===== src/rtl/sound_tone_ctrl_pkg.sv =====
// Shared definitions for the tone-select controller: code widths, FSM states,
// and helpers for the one-hot mute decode and the per-code tone select.
package sound_tone_ctrl_pkg;

    localparam int unsigned TONE_CODE_W = 3;
    localparam int unsigned NUM_TONES   = 7;
    localparam int unsigned CNT_W       = 16;

    typedef logic [TONE_CODE_W-1:0] tone_code_t;
    typedef logic [NUM_TONES-1:0]   tone_mask_t;

    localparam tone_code_t SILENCE  = '0;
    localparam tone_mask_t MUTE_ALL = '1;

    typedef enum logic [1:0] {
        IDLE  = 2'd0,
        PLAY  = 2'd1,
        DRAIN = 2'd2,
        GAP   = 2'd3
    } state_t;

    // All generators muted except the one selected by code (code 0 mutes all).
    function automatic tone_mask_t mute_mask(input tone_code_t code);
        tone_mask_t m;
        for (int unsigned i = 0; i < NUM_TONES; i++) begin
            m[i] = (code != TONE_CODE_W'(i + 1));
        end
        return m;
    endfunction

    // Output of the generator selected by code; 0 for the silence code.
    function automatic logic tone_bit(input tone_mask_t tones, input tone_code_t code);
        logic b;
        b = 1'b0;
        for (int unsigned i = 0; i < NUM_TONES; i++) begin
            if (code == TONE_CODE_W'(i + 1)) b = tones[i];
        end
        return b;
    endfunction

endpackage


===== src/rtl/sound_tone_ctrl.sv =====
// Tone-select controller: mutes all but the selected generator, muxes its output,
// and switches tones only after the current high pulse ends plus a silent gap.
module sound_tone_ctrl
    import sound_tone_ctrl_pkg::*;
#(
    parameter int unsigned GAP_CYCLES = 50,
    parameter int unsigned DRAIN_MAX  = 16383
) (
    input  logic                   clk_50M,
    input  logic                   reset_n,
    input  logic                   wr,
    input  logic [TONE_CODE_W-1:0] wr_data,
    input  logic [NUM_TONES-1:0]   tone_in,
    output logic [NUM_TONES-1:0]   tone_off,
    output logic                   audio_out,
    output logic [TONE_CODE_W-1:0] cur_tone,
    output logic                   busy
);

    state_t           state, state_nxt;
    tone_code_t       cur, cur_nxt;
    tone_code_t       pending, pending_nxt;
    logic [CNT_W-1:0] counter, counter_nxt;
    tone_mask_t       tone_off_nxt;
    logic             audio_nxt;
    tone_code_t       cur_tone_nxt;
    logic             busy_nxt;
    tone_code_t       dest;
    logic             cur_bit;

    always_ff @(posedge clk_50M or negedge reset_n) begin
        if (!reset_n) begin
            state     <= IDLE;
            cur       <= SILENCE;
            pending   <= SILENCE;
            counter   <= '0;
            tone_off  <= MUTE_ALL;
            audio_out <= 1'b0;
            cur_tone  <= SILENCE;
            busy      <= 1'b0;
        end else begin
            state     <= state_nxt;
            cur       <= cur_nxt;
            pending   <= pending_nxt;
            counter   <= counter_nxt;
            tone_off  <= tone_off_nxt;
            audio_out <= audio_nxt;
            cur_tone  <= cur_tone_nxt;
            busy      <= busy_nxt;
        end
    end

    always_comb begin
        state_nxt    = state;
        cur_nxt      = cur;
        pending_nxt  = pending;
        counter_nxt  = counter;
        tone_off_nxt = tone_off;
        audio_nxt    = 1'b0;
        cur_tone_nxt = cur_tone;
        busy_nxt     = busy;
        // A write landing on the gap's last clock overrides the stored destination.
        dest         = wr ? wr_data : pending;
        cur_bit      = tone_bit(tone_in, cur);

        unique case (state)
            IDLE: begin
                tone_off_nxt = MUTE_ALL;
                cur_tone_nxt = SILENCE;
                busy_nxt     = 1'b0;
                if (wr && (wr_data != SILENCE)) begin
                    state_nxt    = PLAY;
                    cur_nxt      = wr_data;
                    cur_tone_nxt = wr_data;
                    tone_off_nxt = mute_mask(wr_data);
                end
            end
            PLAY: begin
                audio_nxt = cur_bit;
                if (wr && (wr_data != cur)) begin
                    state_nxt   = DRAIN;
                    pending_nxt = wr_data;
                    counter_nxt = CNT_W'(DRAIN_MAX);
                    busy_nxt    = 1'b1;
                end
            end
            DRAIN: begin
                if (wr) pending_nxt = wr_data;
                if (!cur_bit || (counter == '0)) begin
                    state_nxt    = GAP;
                    tone_off_nxt = MUTE_ALL;
                    cur_tone_nxt = SILENCE;
                    counter_nxt  = CNT_W'(GAP_CYCLES - 1);
                end else begin
                    audio_nxt   = cur_bit;
                    counter_nxt = counter - CNT_W'(1);
                end
            end
            GAP: begin
                if (wr) pending_nxt = wr_data;
                if (counter == '0) begin
                    busy_nxt    = 1'b0;
                    pending_nxt = SILENCE;
                    if (dest == SILENCE) begin
                        state_nxt = IDLE;
                    end else begin
                        state_nxt    = PLAY;
                        cur_nxt      = dest;
                        cur_tone_nxt = dest;
                        tone_off_nxt = mute_mask(dest);
                    end
                end else begin
                    counter_nxt = counter - CNT_W'(1);
                end
            end
        endcase
    end

endmodule


===== config.mk =====
export PLATFORM = sky130hd
export DESIGN_NAME = sound_tone_ctrl
export DESIGN_NICKNAME = d
export VERILOG_FILES = /design/src/rtl/sound_tone_ctrl_pkg.sv /design/src/rtl/sound_tone_ctrl.sv
export SDC_FILE = /design/constraint.sdc
export NUM_CORES = 1
export LEC_CHECK = 0
export BUFFER_PORTS_ARGS = -buffer_cell sky130_fd_sc_hd__buf_2
export CORE_ASPECT_RATIO = 0.9
export CORE_MARGIN = 5
export CORE_UTILIZATION = 51
export DETAILED_ROUTE_END_ITERATION = 10
export PLACE_DENSITY = 0.75
export SLEW_MARGIN = 5
export SYNTH_ARGS = -nofsm -noshare
export SYNTH_HDL_FRONTEND = slang
export SYNTH_SLANG_ARGS = --single-unit

===== constraint.sdc =====
create_clock -name clk_50M -period 2.4 [get_ports clk_50M]
set_input_delay 0.12 -clock clk_50M [delete_from_list [all_inputs] [get_ports clk_50M]]
set_output_delay 0.12 -clock clk_50M [all_outputs]
set_load 0.02 [all_outputs]

# After elaboration in Yosys (flattened, before gate mapping)
# Index checks and enable logic that the tools add are counted.
dict set report totals {
  reg_bits 36
  latchBits 0
  ram_bits 0
  mem_bits_ro 0
  output_inout_bits 12
  n_memories 0
}
dict set report classes {
  addsub 1
  multipliers 0
  div 0
  magnitude_cmp 0
  n_eq_ne 31
  shift 0
  mux 38
  bitwise 0
  reduce_logical 18
}
# op n
set op_table {}
lappend op_table {{two-way mux 16 bit} 3}
lappend op_table {{case mux 16 bit (3 select lines)} 1}
lappend op_table {{two-way mux 7 bit} 4}
lappend op_table {{two-way mux 3 bit} 8}
lappend op_table {{inequality test 3 bit (second input constant)} 8}
lappend op_table {{case mux 7 bit (3 select lines)} 1}
lappend op_table {{case mux 3 bit (3 select lines)} 2}
lappend op_table {{logical NOT 16 bit} 1}
lappend op_table {{subtractor 16 x 1 -> 16 bit (second input constant)} 1}
lappend op_table {{equality test 3 bit (second input constant)} 4}
lappend op_table {{inequality test 2 bit (second input constant)} 6}
lappend op_table {{inequality test 3 x 2 -> 1 bit (second input constant)} 4}
lappend op_table {{AND reduction 4 bit} 3}
lappend op_table {{nonzero test 3 bit} 4}
lappend op_table {{two-way mux 1 bit} 11}
lappend op_table {{two-way mux 2 bit} 4}
lappend op_table {{case mux 2 bit (4 select lines)} 1}
lappend op_table {{equality test 3 x 2 -> 1 bit (second input constant)} 2}
lappend op_table {{inequality test 3 x 1 -> 1 bit (second input constant)} 2}
lappend op_table {{case mux 3 bit (2 select lines)} 1}
lappend op_table {{AND reduction 3 bit} 2}
lappend op_table {{equality test 2 bit (second input constant)} 2}
lappend op_table {{equality test 3 x 1 -> 1 bit (second input constant)} 1}
lappend op_table {{logical NOT 3 bit} 1}
lappend op_table {{other kinds (10)} 11}

# Depth between registers and ports, before layout
dict set report depth {
  word_depth 12
  depth_mapped 8
}

# Least setup slack after synthesis
# Ideal clock, no wire load.
dict set report synth_path {
  path_kind {reg-to-reg}
  startpoint {register counter[0]}
  endpoint {register cur_tone[0]}
  arrival_time_ns 2.309
  required_ns 2.275
  path_slack_ns -0.034
  stages_incl_launch_ff 8
  n_path_buf 0
  period_less_slack_ns 2.434
  path_cell_list {dfrtp_1 -> inv_1 -> ha_1 -> nor3b_1 -> nand4_2 -> a31o_2 -> a21oi_4 -> mux2_2}
}
dict set report synth_via {
  elab_chain_len 4
  elab_cells_between_ends 5
}
# item line
set synth_lines {}
lappend synth_lines {{start, declared} sound_tone_ctrl.sv:23} ;# logic [CNT_W-1:0] counter, counter_nxt;
lappend synth_lines {{start signal, assigned} sound_tone_ctrl.sv:45} ;# counter <= counter_nxt;
lappend synth_lines {{logical NOT 16 bit *} {sound_tone_ctrl.sv:89, sound_tone_ctrl.sv:101}}
lappend synth_lines {{logical OR 1 bit} sound_tone_ctrl.sv:89} ;# if (!cur_bit || (counter == '0)) begin
lappend synth_lines {{inequality test 2 bit (no source line)} -}
lappend synth_lines {{AND reduction 4 bit (no source line) *} -}
lappend synth_lines {{end signal, assigned} sound_tone_ctrl.sv:48} ;# cur_tone <= cur_tone_nxt;
lappend synth_lines {{end, declared} sound_tone_ctrl.sv:16} ;# output logic [TONE_CODE_W-1:0] cur_tone,
# Every way passes the cells marked *; elsewhere a longest branch is shown, timed or not.
# A chain may end at the register's enable or synchronous reset.

# Worst setup path after layout
dict set report layout_path {
  startpoint {register cur[2]}
  endpoint {register state[1]}
}
dict set report layout_via {
  elab_chain_len 12
  elab_cells_between_ends 21
}
# item line
set layout_lines {}
lappend layout_lines {{start, declared} sound_tone_ctrl.sv:21} ;# tone_code_t cur, cur_nxt;
lappend layout_lines {{start signal, assigned} sound_tone_ctrl.sv:43} ;# cur <= cur_nxt;
lappend layout_lines {{equality test 3 x 1 -> 1 bit} sound_tone_ctrl_pkg.sv:36} ;# if (code == TONE_CODE_W'(i + 1)) b = tones[i];
lappend layout_lines {{two-way mux 1 bit (7 in series)} sound_tone_ctrl_pkg.sv:36}
lappend layout_lines {{logical NOT 1 bit} sound_tone_ctrl.sv:89}
lappend layout_lines {{logical OR 1 bit} sound_tone_ctrl.sv:89}
lappend layout_lines {{inequality test 2 bit (no source line)} -}
lappend layout_lines {{AND reduction 4 bit (no source line) *} -}
lappend layout_lines {{end signal, assigned} sound_tone_ctrl.sv:42} ;# state <= state_nxt;
lappend layout_lines {{end, declared} sound_tone_ctrl.sv:20} ;# state_t state, state_nxt;
# Marks and branches as above.

==> flow_metrics.env <==
export IMPL_avgSynthCellArea_sq_um=9.39
export IMPL_vdd_drop_max_mv=0.771
export IMPL_slew_headroom=0.464
export IMPL_worstPathRequired_ps=2570
export IMPL_synth_cell_type_count=55
export IMPL_cts_htree_levels=2
export IMPL_p_leak_uw=0.00116
export IMPL_drv_cap=0
export IMPL_wl_per_cell_microns=16.0
export IMPL_gp_congestion=0.837
export IMPL_vias_per_cell=6.09
export IMPL_met2WireLength_microns=2590
export IMPL_initial_utilization=0.531
export IMPL_worstPathMaxFanout=6
export IMPL_ios=25
export IMPL_die_w_microns=81.8
export IMPL_wirelength_microns=5550
export IMPL_top_layer_used="met4"
export IMPL_min_period_over_period=0.976
export IMPL_end_kind="flop"
export IMPL_ant_nets=0
export IMPL_die_height_microns=74.6
export IMPL_synth_flop_cell="dfrtp_1"
export IMPL_die_area_sq_um=6110
export IMPL_drc=0
export IMPL_clockBufferDepth=2
export IMPL_worstMarginPinSlew_ps=803
export IMPL_synthCells=252
export IMPL_antenna_found_initial=0
export IMPL_area_growth_synth_to_final_pct=17.5
export IMPL_synth_seq_cells=36
export IMPL_hold_ws_ps=217
export IMPL_slew_viol_final=0
export IMPL_cts_sinks=36
export IMPL_n_antenna_cell=0
export IMPL_io_buffers=24
export IMPL_grt_max_degree=37
export IMPL_fmax_ghz=0.427
export IMPL_finalHoldViolCount=0
export IMPL_fp_row_count=23
export IMPL_numCtsBuffers=5
export IMPL_cts_root_buf="clkbuf_8"
export IMPL_status="finished clean"
export IMPL_crit_path_start_kind="flop"
export IMPL_dr_pass1_iters=4
export IMPL_ys_seq_area_frac=0.384
export IMPL_synth_nets=272
export IMPL_vias=2112
export IMPL_critPathKind="reg -> reg"
export IMPL_power_density_nw_per_um2=1420
export IMPL_holdCritPathClass="in -> reg"
export IMPL_drive_gt1_frac=0.284
export IMPL_cts_tree="built"
export IMPL_synth_cell_area_sq_um=2370
export IMPL_drt_iter0_drc=226
export IMPL_skew_ps=11.2
export IMPL_wl_met3_microns=394
export IMPL_period_needed_ps=2340
export IMPL_wl_met1_microns=2490
export IMPL_overflow=0
export IMPL_fillCellCount=371
export IMPL_synth_enable_flop_cells=0
export IMPL_clkTransAtPathRegs_ps=70
export IMPL_nets=304
export IMPL_grt_first_pass_wirelength_microns=9530
export IMPL_clk_latency_ps=290
export IMPL_grt_usage=0.200
export IMPL_worstPathArrival_ps=2520
export IMPL_ys_warn_count=0
export IMPL_coreArea_sq_um=4460
export IMPL_finalSetupViolations=0
export IMPL_dpl_hpwl_microns=3880
export IMPL_synthArstFlopShare=1.00
export IMPL_grt_pass1_vias=1991
export IMPL_final_util=0.624
[cell type report]
cell class	instances	area, sq um	share of cell area
inverters	11	41.3	0.0148
well taps	62	77.6	0.0279
clock inverters	3	42.5	0.0153
multi-input cells	190	1390	0.499
repair buffers	40	254	0.0913
clock buffers	5	68.8	0.0247
flip-flops and latches	36	910	0.327
[layout by cell type, fill, tap and decap left out, types with 7 or more instances in the layout]
cell and instances:
dfrtp_1 29, o21ai_0 28, buf_2 24, nor2_1 17, nand2_1 16, mux2_2 14
a22o_1 12, buf_4 12, inv_1 11, a21oi_1 7, o31ai_1 7, nor3_1 7
ha_1 7, dfstp_2 7
[per-stage QoR]
step                instances  setup TNS [ps]  setup slack, ps  area, sq um  total power [uW]
floorplan                 252               0             86.3         2370              2700
global placement          336               0             26.8         2610              3210
CTS                       347               0             9.23         2750              3870
global route              347           -20.1            -13.0         2780              4260
detailed placement        336           -30.1            -25.8         2610              3280
finish                    347               0             57.8         2780              3950
[worst max-delay path, stage by stage (launching register included)]
cell and delay, ps:
dfrtp_1 410, mux2_2 350, mux4_2 560, and3_4 230, or3_4 390, mux2_4 300
[worst paths after layout]
path                       slack (ps)                 endpoint  cells after the start                    start
min in group asynchronous         450  cur_tone[2]$_DFFE_PN0P_                      2                  reset_n
min reg2reg                       490  cur_tone[2]$_DFFE_PN0P_                      1  cur_tone[2]$_DFFE_PN0P_
min                               220   pending[1]$_DFFE_PN0P_                      2               wr_data[1]
max reg2reg                        60     state[1]$_DFFE_PN0P_                      5       cur[2]$_DFFE_PN0P_
max in group asynchronous        1440  cur_tone[0]$_DFFE_PN0P_                      2                  reset_n
max                                60     state[1]$_DFFE_PN0P_                      5       cur[2]$_DFFE_PN0P_
[cells in the mapped netlist (all sizes together) (4+ instances only)]
cell type / n / area [sq um]
a21oi: 8 / 51.3
a22o: 12 / 105
a32oi: 4 / 35.0
and2: 4 / 25.0
buf: 4 / 18.8
clkbuf: 11 / 41.3
dfrtp: 29 / 726
dfstp: 7 / 184
ha: 7 / 87.6
inv: 11 / 41.3
mux2: 18 / 206
nand2: 16 / 60.1
nor2: 17 / 63.8
nor3: 7 / 35.0
nor4: 6 / 43.8
o21a: 4 / 30.0
o21ai: 29 / 145
o31ai: 7 / 52.6
or3: 5 / 36.3
or4: 4 / 30.0
[logic make-up (layout without fill, tap and decap cells)]
group / after synthesis / count (layout) / synth area share
muxes: 21 / 21 / 0.105
adders and majority gates: 7 / 7 / 0.0370
xor gates and xnor gates: 3 / 3 / 0.0111
DFF: 36 / 36 / 0.384
and+or+nand+nor: 75 / 75 / 0.174
buffers and inverters: 26 / 59 / 0.0428
AOI/OAI and AO/OA: 84 / 84 / 0.246
[power breakdown]
group / switching (uW) / internal [uW]
Clock: 220 / 307
Combinational: 1230 / 1070
Sequential: 233 / 890
Total: 1680 / 2270
[state kept, by name (all words and copies together) (netlist names)]
register,cells
counter,16
tone_off,7
cur,3
cur_tone,3
pending,3
state,2
audio_out,1
busy,1
[layer usage]
metal	vias to the layer above	GRT usage
met1	1014	0.289
met3	8	0.0407
met5	-	0
met2	77	0.307
li1	1013	-
met4	0	0.0535
[timing repair]
action / in CTS / in global routing
hold buffers: 1 / 0
gates resized for setup: 0 / 6
pin swaps: 1 / 1
setup endpoints to repair: 3 / 13
hold endpoints to repair: 29 / 0
cloned: 0 / 0
buffers inserted: 2 / 0
Power figures use the tool's default switching activity.
